### config.mk
export PLATFORM = sky130hd
export DESIGN_NAME = pc_sequencer_flat
export DESIGN_NICKNAME = d
export VERILOG_FILES = /design/src/rtl/pc_pkg.sv /design/src/rtl/pc_sequencer_if.sv /design/src/rtl/branch_target_calc.sv /design/src/rtl/pc_sequencer.sv /design/src/flat_wrapper.sv
export SDC_FILE = /design/constraint.sdc
export NUM_CORES = 1
export LEC_CHECK = 0
export ABC_AREA = 1
export CAP_MARGIN = 0
export CORE_ASPECT_RATIO = 0.5
export CORE_MARGIN = 2
export CORE_UTILIZATION = 50
export CTS_BUF_LIST = sky130_fd_sc_hd__clkbuf_16
export CTS_CLUSTER_DIAMETER = 200
export CTS_CLUSTER_SIZE = 30
export DETAILED_ROUTE_END_ITERATION = 12
export PLACE_DENSITY_LB_ADDON = 0.08
export SLEW_MARGIN = 40
export SYNTH_ARGS = -nofsm -noshare
export SYNTH_HDL_FRONTEND = slang
export SYNTH_SLANG_ARGS = --single-unit
### constraint.sdc
create_clock -name clk -period 3.1 [get_ports clk]
set_input_delay 0.62 -clock clk [delete_from_list [all_inputs] [get_ports clk]]
set_output_delay 0.62 -clock clk [all_outputs]
set_load 0.005 [all_outputs]
### src/rtl/pc_pkg.sv
// Shared definitions for the PC sequencer: FSM states, redirect-select codes, fetch constants.
package pc_pkg;

    typedef enum logic {
        ST_RUN     = 1'b0,
        ST_PENDING = 1'b1
    } state_e;

    typedef enum logic [1:0] {
        SEL_SEQ = 2'd0,
        SEL_BR  = 2'd1,
        SEL_J   = 2'd2,
        SEL_JR  = 2'd3
    } sel_e;

    localparam int unsigned INSN_BYTES       = 4;
    localparam logic [31:0] DEFAULT_RESET_PC = 32'h0000_0000;

endpackage

### src/rtl/pc_sequencer_if.sv
// Fetch-side bundle between the decode/branch-compare logic and the PC sequencer.
interface pc_sequencer_if;

    logic        stall;
    logic        take_branch;
    logic [15:0] branch_offset;
    logic        jump;
    logic [25:0] jump_index;
    logic        jr;
    logic [31:0] jr_target;
    logic [31:0] pc;
    logic [31:0] pc_plus4;
    logic        redirect_pending;
    logic        illegal_ds;
    logic        addr_err;

    modport master (
        output stall, take_branch, branch_offset, jump, jump_index, jr, jr_target,
        input  pc, pc_plus4, redirect_pending, illegal_ds, addr_err
    );

    modport slave (
        input  stall, take_branch, branch_offset, jump, jump_index, jr, jr_target,
        output pc, pc_plus4, redirect_pending, illegal_ds, addr_err
    );

endinterface

### src/rtl/branch_target_calc.sv
// Combinational redirect-target generator for branch, jump and register-jump forms.
module branch_target_calc
    import pc_pkg::*;
(
    input  logic [31:0] pc_plus4_i,
    input  logic [15:0] offset_i,
    input  logic [25:0] index_i,
    input  logic [31:0] jr_target_i,
    input  sel_e        sel_i,
    output logic [31:0] target_o,
    output logic        misalign_o
);

    logic signed [31:0] br_disp;

    // Word offset sign-extended and scaled to bytes; the sum wraps mod 2^32.
    assign br_disp = {{14{offset_i[15]}}, offset_i, 2'b00};

    always_comb begin
        target_o   = pc_plus4_i;
        misalign_o = 1'b0;
        case (sel_i)
            SEL_BR:  target_o = pc_plus4_i + $unsigned(br_disp);
            SEL_J:   target_o = {pc_plus4_i[31:28], index_i, 2'b00};
            SEL_JR: begin
                target_o   = {jr_target_i[31:2], 2'b00};
                misalign_o = |jr_target_i[1:0];
            end
            default: target_o = pc_plus4_i;
        endcase
    end

endmodule

### src/rtl/pc_sequencer.sv
// MIPS fetch PC register with redirect priority and optional architectural delay slot.
// Define BRANCH_DELAY_SLOT_EN for the RUN/PENDING delay-slot FSM; otherwise redirects are immediate.
module pc_sequencer
    import pc_pkg::*;
#(
    parameter logic [31:0] RESET_PC = DEFAULT_RESET_PC
) (
    input logic           clk,
    input logic           rst,
    pc_sequencer_if.slave bus
);

    logic [31:0] pc_q, pc_d;
    logic        err_q, err_d;
    logic [31:0] pc_plus4;
    logic [31:0] target;
    logic        misalign;
    sel_e        sel;

    assign pc_plus4     = pc_q + INSN_BYTES;
    assign bus.pc       = pc_q;
    assign bus.pc_plus4 = pc_plus4;
    assign bus.addr_err = err_q;

    always_comb begin
        sel = SEL_SEQ;
        if (bus.jr)               sel = SEL_JR;
        else if (bus.jump)        sel = SEL_J;
        else if (bus.take_branch) sel = SEL_BR;
    end

    branch_target_calc u_target (
        .pc_plus4_i  (pc_plus4),
        .offset_i    (bus.branch_offset),
        .index_i     (bus.jump_index),
        .jr_target_i (bus.jr_target),
        .sel_i       (sel),
        .target_o    (target),
        .misalign_o  (misalign)
    );

    always_ff @(posedge clk or posedge rst) begin
        if (rst) begin
            pc_q  <= RESET_PC;
            err_q <= 1'b0;
        end else begin
            pc_q  <= pc_d;
            err_q <= err_d;
        end
    end

`ifdef BRANCH_DELAY_SLOT_EN
    state_e      state_q, state_d;
    logic [31:0] tgt_q, tgt_d;
    logic        illegal_q, illegal_d;

    always_ff @(posedge clk or posedge rst) begin
        if (rst) begin
            state_q   <= ST_RUN;
            tgt_q     <= '0;
            illegal_q <= 1'b0;
        end else begin
            state_q   <= state_d;
            tgt_q     <= tgt_d;
            illegal_q <= illegal_d;
        end
    end

    always_comb begin
        pc_d      = pc_q;
        err_d     = err_q;
        state_d   = state_q;
        tgt_d     = tgt_q;
        illegal_d = 1'b0;
        if (!bus.stall) begin
            case (state_q)
                ST_RUN: begin
                    pc_d = pc_plus4;
                    if (sel != SEL_SEQ) begin
                        tgt_d   = target;
                        state_d = ST_PENDING;
                        err_d   = err_q | misalign;
                    end
                end
                ST_PENDING: begin
                    // Delay-slot instruction may not redirect; its request is dropped and flagged.
                    pc_d      = tgt_q;
                    state_d   = ST_RUN;
                    illegal_d = (sel != SEL_SEQ);
                end
                default: state_d = ST_RUN;
            endcase
        end
    end

    assign bus.redirect_pending = (state_q == ST_PENDING);
    assign bus.illegal_ds       = illegal_q;
`else
    always_comb begin
        pc_d  = pc_q;
        err_d = err_q;
        if (!bus.stall) begin
            pc_d  = (sel != SEL_SEQ) ? target : pc_plus4;
            err_d = err_q | misalign;
        end
    end

    assign bus.redirect_pending = 1'b0;
    assign bus.illegal_ds       = 1'b0;
`endif

endmodule

### src/flat_wrapper.sv
// flat-port wrapper written by rule: the top's interface ports become plain ports
module pc_sequencer_flat import pc_pkg::*;
#(
    parameter logic [31:0] RESET_PC = DEFAULT_RESET_PC
)
  (clk, rst, bus_stall, bus_take_branch, bus_branch_offset, bus_jump, bus_jump_index, bus_jr, bus_jr_target, bus_pc, bus_pc_plus4, bus_redirect_pending, bus_illegal_ds, bus_addr_err);
  pc_sequencer_if bus_i ();
  input logic clk;
  input logic rst;
  input wire logic [$bits(bus_i.stall)-1:0] bus_stall;
  input wire logic [$bits(bus_i.take_branch)-1:0] bus_take_branch;
  input wire logic [$bits(bus_i.branch_offset)-1:0] bus_branch_offset;
  input wire logic [$bits(bus_i.jump)-1:0] bus_jump;
  input wire logic [$bits(bus_i.jump_index)-1:0] bus_jump_index;
  input wire logic [$bits(bus_i.jr)-1:0] bus_jr;
  input wire logic [$bits(bus_i.jr_target)-1:0] bus_jr_target;
  output wire logic [$bits(bus_i.pc)-1:0] bus_pc;
  output wire logic [$bits(bus_i.pc_plus4)-1:0] bus_pc_plus4;
  output wire logic [$bits(bus_i.redirect_pending)-1:0] bus_redirect_pending;
  output wire logic [$bits(bus_i.illegal_ds)-1:0] bus_illegal_ds;
  output wire logic [$bits(bus_i.addr_err)-1:0] bus_addr_err;
  assign bus_i.stall = bus_stall;
  assign bus_i.take_branch = bus_take_branch;
  assign bus_i.branch_offset = bus_branch_offset;
  assign bus_i.jump = bus_jump;
  assign bus_i.jump_index = bus_jump_index;
  assign bus_i.jr = bus_jr;
  assign bus_i.jr_target = bus_jr_target;
  assign bus_pc = bus_i.pc;
  assign bus_pc_plus4 = bus_i.pc_plus4;
  assign bus_redirect_pending = bus_i.redirect_pending;
  assign bus_illegal_ds = bus_i.illegal_ds;
  assign bus_addr_err = bus_i.addr_err;
  pc_sequencer #(.RESET_PC(RESET_PC)) u_core (.clk(clk), .rst(rst), .bus(bus_i));
endmodule
Word-level counts from Yosys, hierarchy flattened. Index checks and enable logic that the tools add are counted.

Add/sub/neg operators: 2. Equal/unequal tests: 3. Mux-type cells: 6. Bitwise gates (word level): 1. Reduce and logical (&&, ||, !) cells: 2.

Operators with widths (number): 32-bit case mux with 3 select lines (1); 32-bit by 3-bit adder with 32-bit output (second input constant) (1); 32-bit adder (1); 32-bit two-way mux (1); 2-bit == test (second input constant) (2); 2-bit two-way mux (2); 2-bit by 1-bit == test with 1-bit output (second input constant) (1); 1-bit two-way mux (2); 2-bit nonzero test (1); 2-bit OR reduction (1); 1-bit OR (1).

Register bits after elaboration: 33. Input port bits: 80. Output and inout port bits: 67. Word-level logic and storage cells: 16.

Depth between registers and ports, before layout.
Depth after elaboration: 6. Gate-level depth with buffers: 27. Mapped depth without buffers: 27.

By module. A second synthesis with hierarchy kept.

Cell total of the unflattened synthesis: 1015. Area total of the unflattened synthesis: 5611.6 um2.

By module, submodules not included: branch_target_calc (instances 1, cells each 623, area an instance 3030.4 um2, sequential area each 0.0 um2); pc_sequencer (instances 1, cells each 392, area an instance 2581.2 um2, sequential area each 825.8 um2).

Worst setup path before layout. OpenSTA, ideal clock, no wires.

Path kind: register to register. Start: register u_core.pc_q[3] (netlist: u_core.bus.pc[3]). End: register u_core.pc_q[14] (netlist: u_core.bus.pc[14]). Library setup time: 0.134 ns. Arrival time: 2.598 ns. Data required time: 2.966 ns. Path slack: 0.368 ns. Cell stages (with the launch flop): 22. Buffers on the path: 0. Period minus slack after synthesis: 2.732 ns. Cell sequence: dfrtp_1 ha_1 nand2_1 inv_1 nand2_2 nor2_2 nand2_1 nor2_2 xor2_1 inv_1 ha_1 nand2_1 inv_1 nand2_1 nor2_1 nand2_1 nand3_1 or2_2 nand3_1 nand3_1 nand2_1 o21ai_0.

Longest elaborated chain between the ends: 4.

RTL lines: start: declaration (line pc_sequencer.sv:13) `logic [31:0] pc_q, pc_d;`; start signal: assignment (line pc_sequencer.sv:47) `pc_q <= pc_d;`; 32-bit by 3-bit adder with 32-bit output (line pc_sequencer.sv:20) `assign pc_plus4 = pc_q + INSN_BYTES;`; net bus_pc_plus4[10] (line flat_wrapper.sv:18) `output wire logic [$bits(bus_i.pc_plus4)-1:0] bus_pc_plus4;`; 32-bit adder (line branch_target_calc.sv:23) `SEL_BR: target_o = pc_plus4_i + $unsigned(br_disp);`; 32-bit case mux with 3 select lines (line branch_target_calc.sv:22) `case (sel_i)`; 32-bit two-way mux (line pc_sequencer.sv:103) `pc_d = (sel != SEL_SEQ) ? target : pc_plus4;`.

The timed path passes the listed nets, and every way through them passes these cells. A chain may end at the register's enable or synchronous reset.

Worst setup path in the final report.
Start: register u_core.pc_q[13] (netlist: u_core.bus.pc[13]). End: output bus_pc_plus4[26].

Longest elaborated chain between the ends: 1.

RTL lines (line): 32-bit by 3-bit adder with 32-bit output (pc_sequencer.sv:20); end: declaration (flat_wrapper.sv:18).

Every way passes these cells.

==> results.sh <==
export IMPL_viasPerCell=5.80
export IMPL_synth_seq_cells=31
export IMPL_cp_end_kind="primary output"
export IMPL_dieArea_um2=11000
export IMPL_finalClockSkew_ns=0.00946
export IMPL_clk_pin_slew_ns=0.06
export IMPL_worst_slack_ns=-0.0876
export IMPL_cap_violations=0
export IMPL_setup_tns_ns=-0.211
export IMPL_grt_usage_pct=38.3
export IMPL_grt_pass1_wl_mm=32.6
export IMPL_cts_tree="built"
export IMPL_grt_max_degree=38
export IMPL_yosys_warnings=0
export IMPL_fmax_ghz=0.314
export IMPL_numPortBuffers=140
export IMPL_ant_nets=0
export IMPL_cp_data_arrival_time_ns=2.57
export IMPL_max_slew_margin_pct=55.4
export IMPL_dr_total_vias=7343
export IMPL_antennaDiodeCount=0
export IMPL_die_h_um=75.3
export IMPL_grt_pass1_vias=6410
export IMPL_first_pass_iters=7
export IMPL_routabilityCongestion=0.954
export IMPL_wl_per_cell_um=18.2
export IMPL_root_buffer="clkbuf_16"
export IMPL_synth_cell_types=39
export IMPL_yosysTopAreaCellShare_pct=22.6
export IMPL_cellLeakagePower_uw=0.00405
export IMPL_ir_drop_mv=0.267
export IMPL_h_tree_depth=2
export IMPL_failed_checks="negative setup slack"
export IMPL_crit_path_cell_trace="nand2_1 > nor3_2 > buf_4 > nand2_1 > nor2_1 > nand2_2 > xor2_2 > inv_1 > buf_4 > clkdlybuf4s50_1"
export IMPL_powerDensity_nw_per_um2=383
export IMPL_cp_data_required_time_ns=2.48
export IMPL_slowest_delay_ns=0.48
export IMPL_crit_type="reg2out"
export IMPL_hpwl_mm=17.1
export IMPL_syn_to_final_growth_pct=58.6
export IMPL_crit_slowest_cell="clkdlybuf4s50_1"
export IMPL_core_area_um2=9670
export IMPL_drc_errors=0
export IMPL_numCtsBuffers=5
export IMPL_startpoint="u_core.bus.pc[13]"
export IMPL_io_pins=147
export IMPL_start_util_pct=52.5
export IMPL_layout_common_cells="nand2_1 (276), clkdlybuf4s50_1 (138), inv_1 (132)"
export IMPL_wl_mm=23.1
export IMPL_setup_violations_final=4
export IMPL_clock_path_buffers=2
export IMPL_status="finished with violations"
export IMPL_drv_slew=0
export IMPL_num_rows=25
export IMPL_r2r_start="u_core.bus.pc[7]"
export IMPL_start_kind="register"
export IMPL_drive_above_1_share_pct=23.3
export IMPL_synthTopCellsByArea="nand2_1 (23%), dfrtp_1 (15%), inv_1 (10%)"
export IMPL_grt_antenna_before_repair=0
export IMPL_hold_viol_final=0
export IMPL_die_width_um=147
export IMPL_syn_area_per_cell_um2=5.61
export IMPL_mostFrequentLayoutCell="nand2_1"
export IMPL_drt_iter0_markers=772
export IMPL_post_route_min_period_ns=3.19
export IMPL_rsz0062_at_grt="yes"
export IMPL_hp_class="reg2reg"
export IMPL_seq_area_frac_synth_pct=15.3
export IMPL_dp_cells=1248
export IMPL_yosysTopAreaCell="nand2_1"
export IMPL_worst_slew_pin_slew_ns=0.668
export IMPL_nets=1246
export IMPL_clkLatencyLatePin_ns=0.29
export IMPL_min_from="u_core.bus.addr_err"
export IMPL_stdcell_count=1266
export IMPL_synthCells=905
export IMPL_finalCritPeriodShare_pct=103
export IMPL_grt_overflow=0
export IMPL_path_max_fanout=4
export IMPL_syn_area_um2=5080
export IMPL_cts_sinks=31
==> critical path, delay by kind of cell, from the launching register on <==
| family | cells | cell delay, ns |
|---|---|---|
| simple gates | 5 | 0.75 |
| buf+inv | 4 | 0.92 |
| xor+xnor | 1 | 0.17 |
| flops | 1 | 0.42 |
==> power by group <==
part / switching [uW] / total [uW] / internal [uW]
clock network: 212 / 501 / 290
logic: 1120 / 2030 / 906
registers: 91.1 / 555 / 464
==> flip-flops by register name, summed over array words and instances (netlist names) <==
name	cells
u_core.bus.addr_err	1
u_core.bus.pc	30
==> cell usage after synthesis <==
| cell type | instances |
|---|---|
| a21boi_0 | 7 |
| nor3b_1 | 1 |
| o21a_1 | 1 |
| inv_1 | 141 |
| buf_4 | 7 |
| conb_1 | 1 |
| fa_1 | 1 |
| and2_1 | 2 |
| nor2_2 | 9 |
| o21ai_1 | 6 |
| o21ai_0 | 40 |
| nand4_1 | 13 |
| a221oi_1 | 11 |
| xor2_1 | 18 |
| inv_2 | 3 |
| buf_2 | 7 |
| clkbuf_1 | 11 |
| a41oi_1 | 1 |
| buf_1 | 1 |
| a211oi_1 | 2 |
| nand3_1 | 80 |
| ha_1 | 34 |
| o21bai_1 | 6 |
| nor2_4 | 2 |
| nand2_2 | 6 |
| o211ai_1 | 1 |
| nand3b_1 | 1 |
| o31ai_1 | 1 |
| dfrtp_1 | 31 |
| nor2_1 | 71 |
| nand2_4 | 4 |
| nand2_1 | 306 |
| nor2_8 | 2 |
| nand3_4 | 1 |
| a21oi_1 | 52 |
| or2_2 | 5 |
| nor3_1 | 14 |
| a21o_1 | 1 |
| nor3_2 | 4 |
==> metrics by stage <==
stage | setup slack [ns] | power, uW | utilization (%) | area, um^2 | hold slack, ns
final | -0.0876 | 3090 | 83.3 | 8050 | 0.501
after CTS | -0.0503 | 2770 | 76.8 | 7420 | 0.495
after detailed placement | -0.0998 | 2270 | 74.9 | 7240 | 0.484
after global routing | -0.201 | 3250 | 83.3 | 8050 | 0.518
after floorplan | 0.368 | 1420 | - | 5100 | 0.468
after global placement | -0.0189 | 2240 | 74.9 | 7240 | 0.457
==> worst paths after layout <==
path | slack, ns | depth (start not counted) | to
setup / recovery | -0.09 | 10 | bus_pc_plus4[26]
hold reg to reg | 0.50 | 1 | u_core.bus.addr_err
min in group asynchronous | 0.80 | 3 | u_core.bus.pc[2]
setup reg to reg | -0.07 | 22 | u_core.bus.pc[31]
max in group asynchronous | 1.91 | 3 | u_core.bus.pc[21]
hold / removal | 0.50 | 1 | u_core.bus.addr_err
==> layer usage <==
layer  GRT usage, %  vias up  routed length (um)
li1               -     3340                   -
met4           10.5        0                 878
met1           52.1     3339                9250
met2           64.3      567               10100
met3           6.73       97                2830
met5              0        -                   0
==> final cells by class <==
cell class,count,area (um^2)
Clock buffer,5,125
Clock inverter,2,8.76
Fill cell,646,1610
Inverter,144,541
Multi-Input combinational cell,709,4220
Sequential cell,31,788
Tap cell,135,169
Timing Repair Buffer,240,2200
==> logic make-up after synthesis <==
group | synth area share (%)
AO/OA/AOI/OAI | 14.5
XOR/XNOR | 3.10
other | 0.0738
buffers and inverters | 13.3
AND/OR/NAND/NOR | 45.0
adder cells (fa/ha/maj) | 8.77
flip-flops | 15.3
==> timing repair <==
| item | in CTS | in global routing |
|---|---|---|
| endpoints found under the hold margin | 0 | 0 |
| pin swaps | 0 | 27 |
| hold buffers | 0 | 0 |
| setup endpoints to repair | 11 | 32 |
| setup buffers | 1 | 10 |
| resized for setup | 9 | 149 |
(Power assumes the default switching activity.)
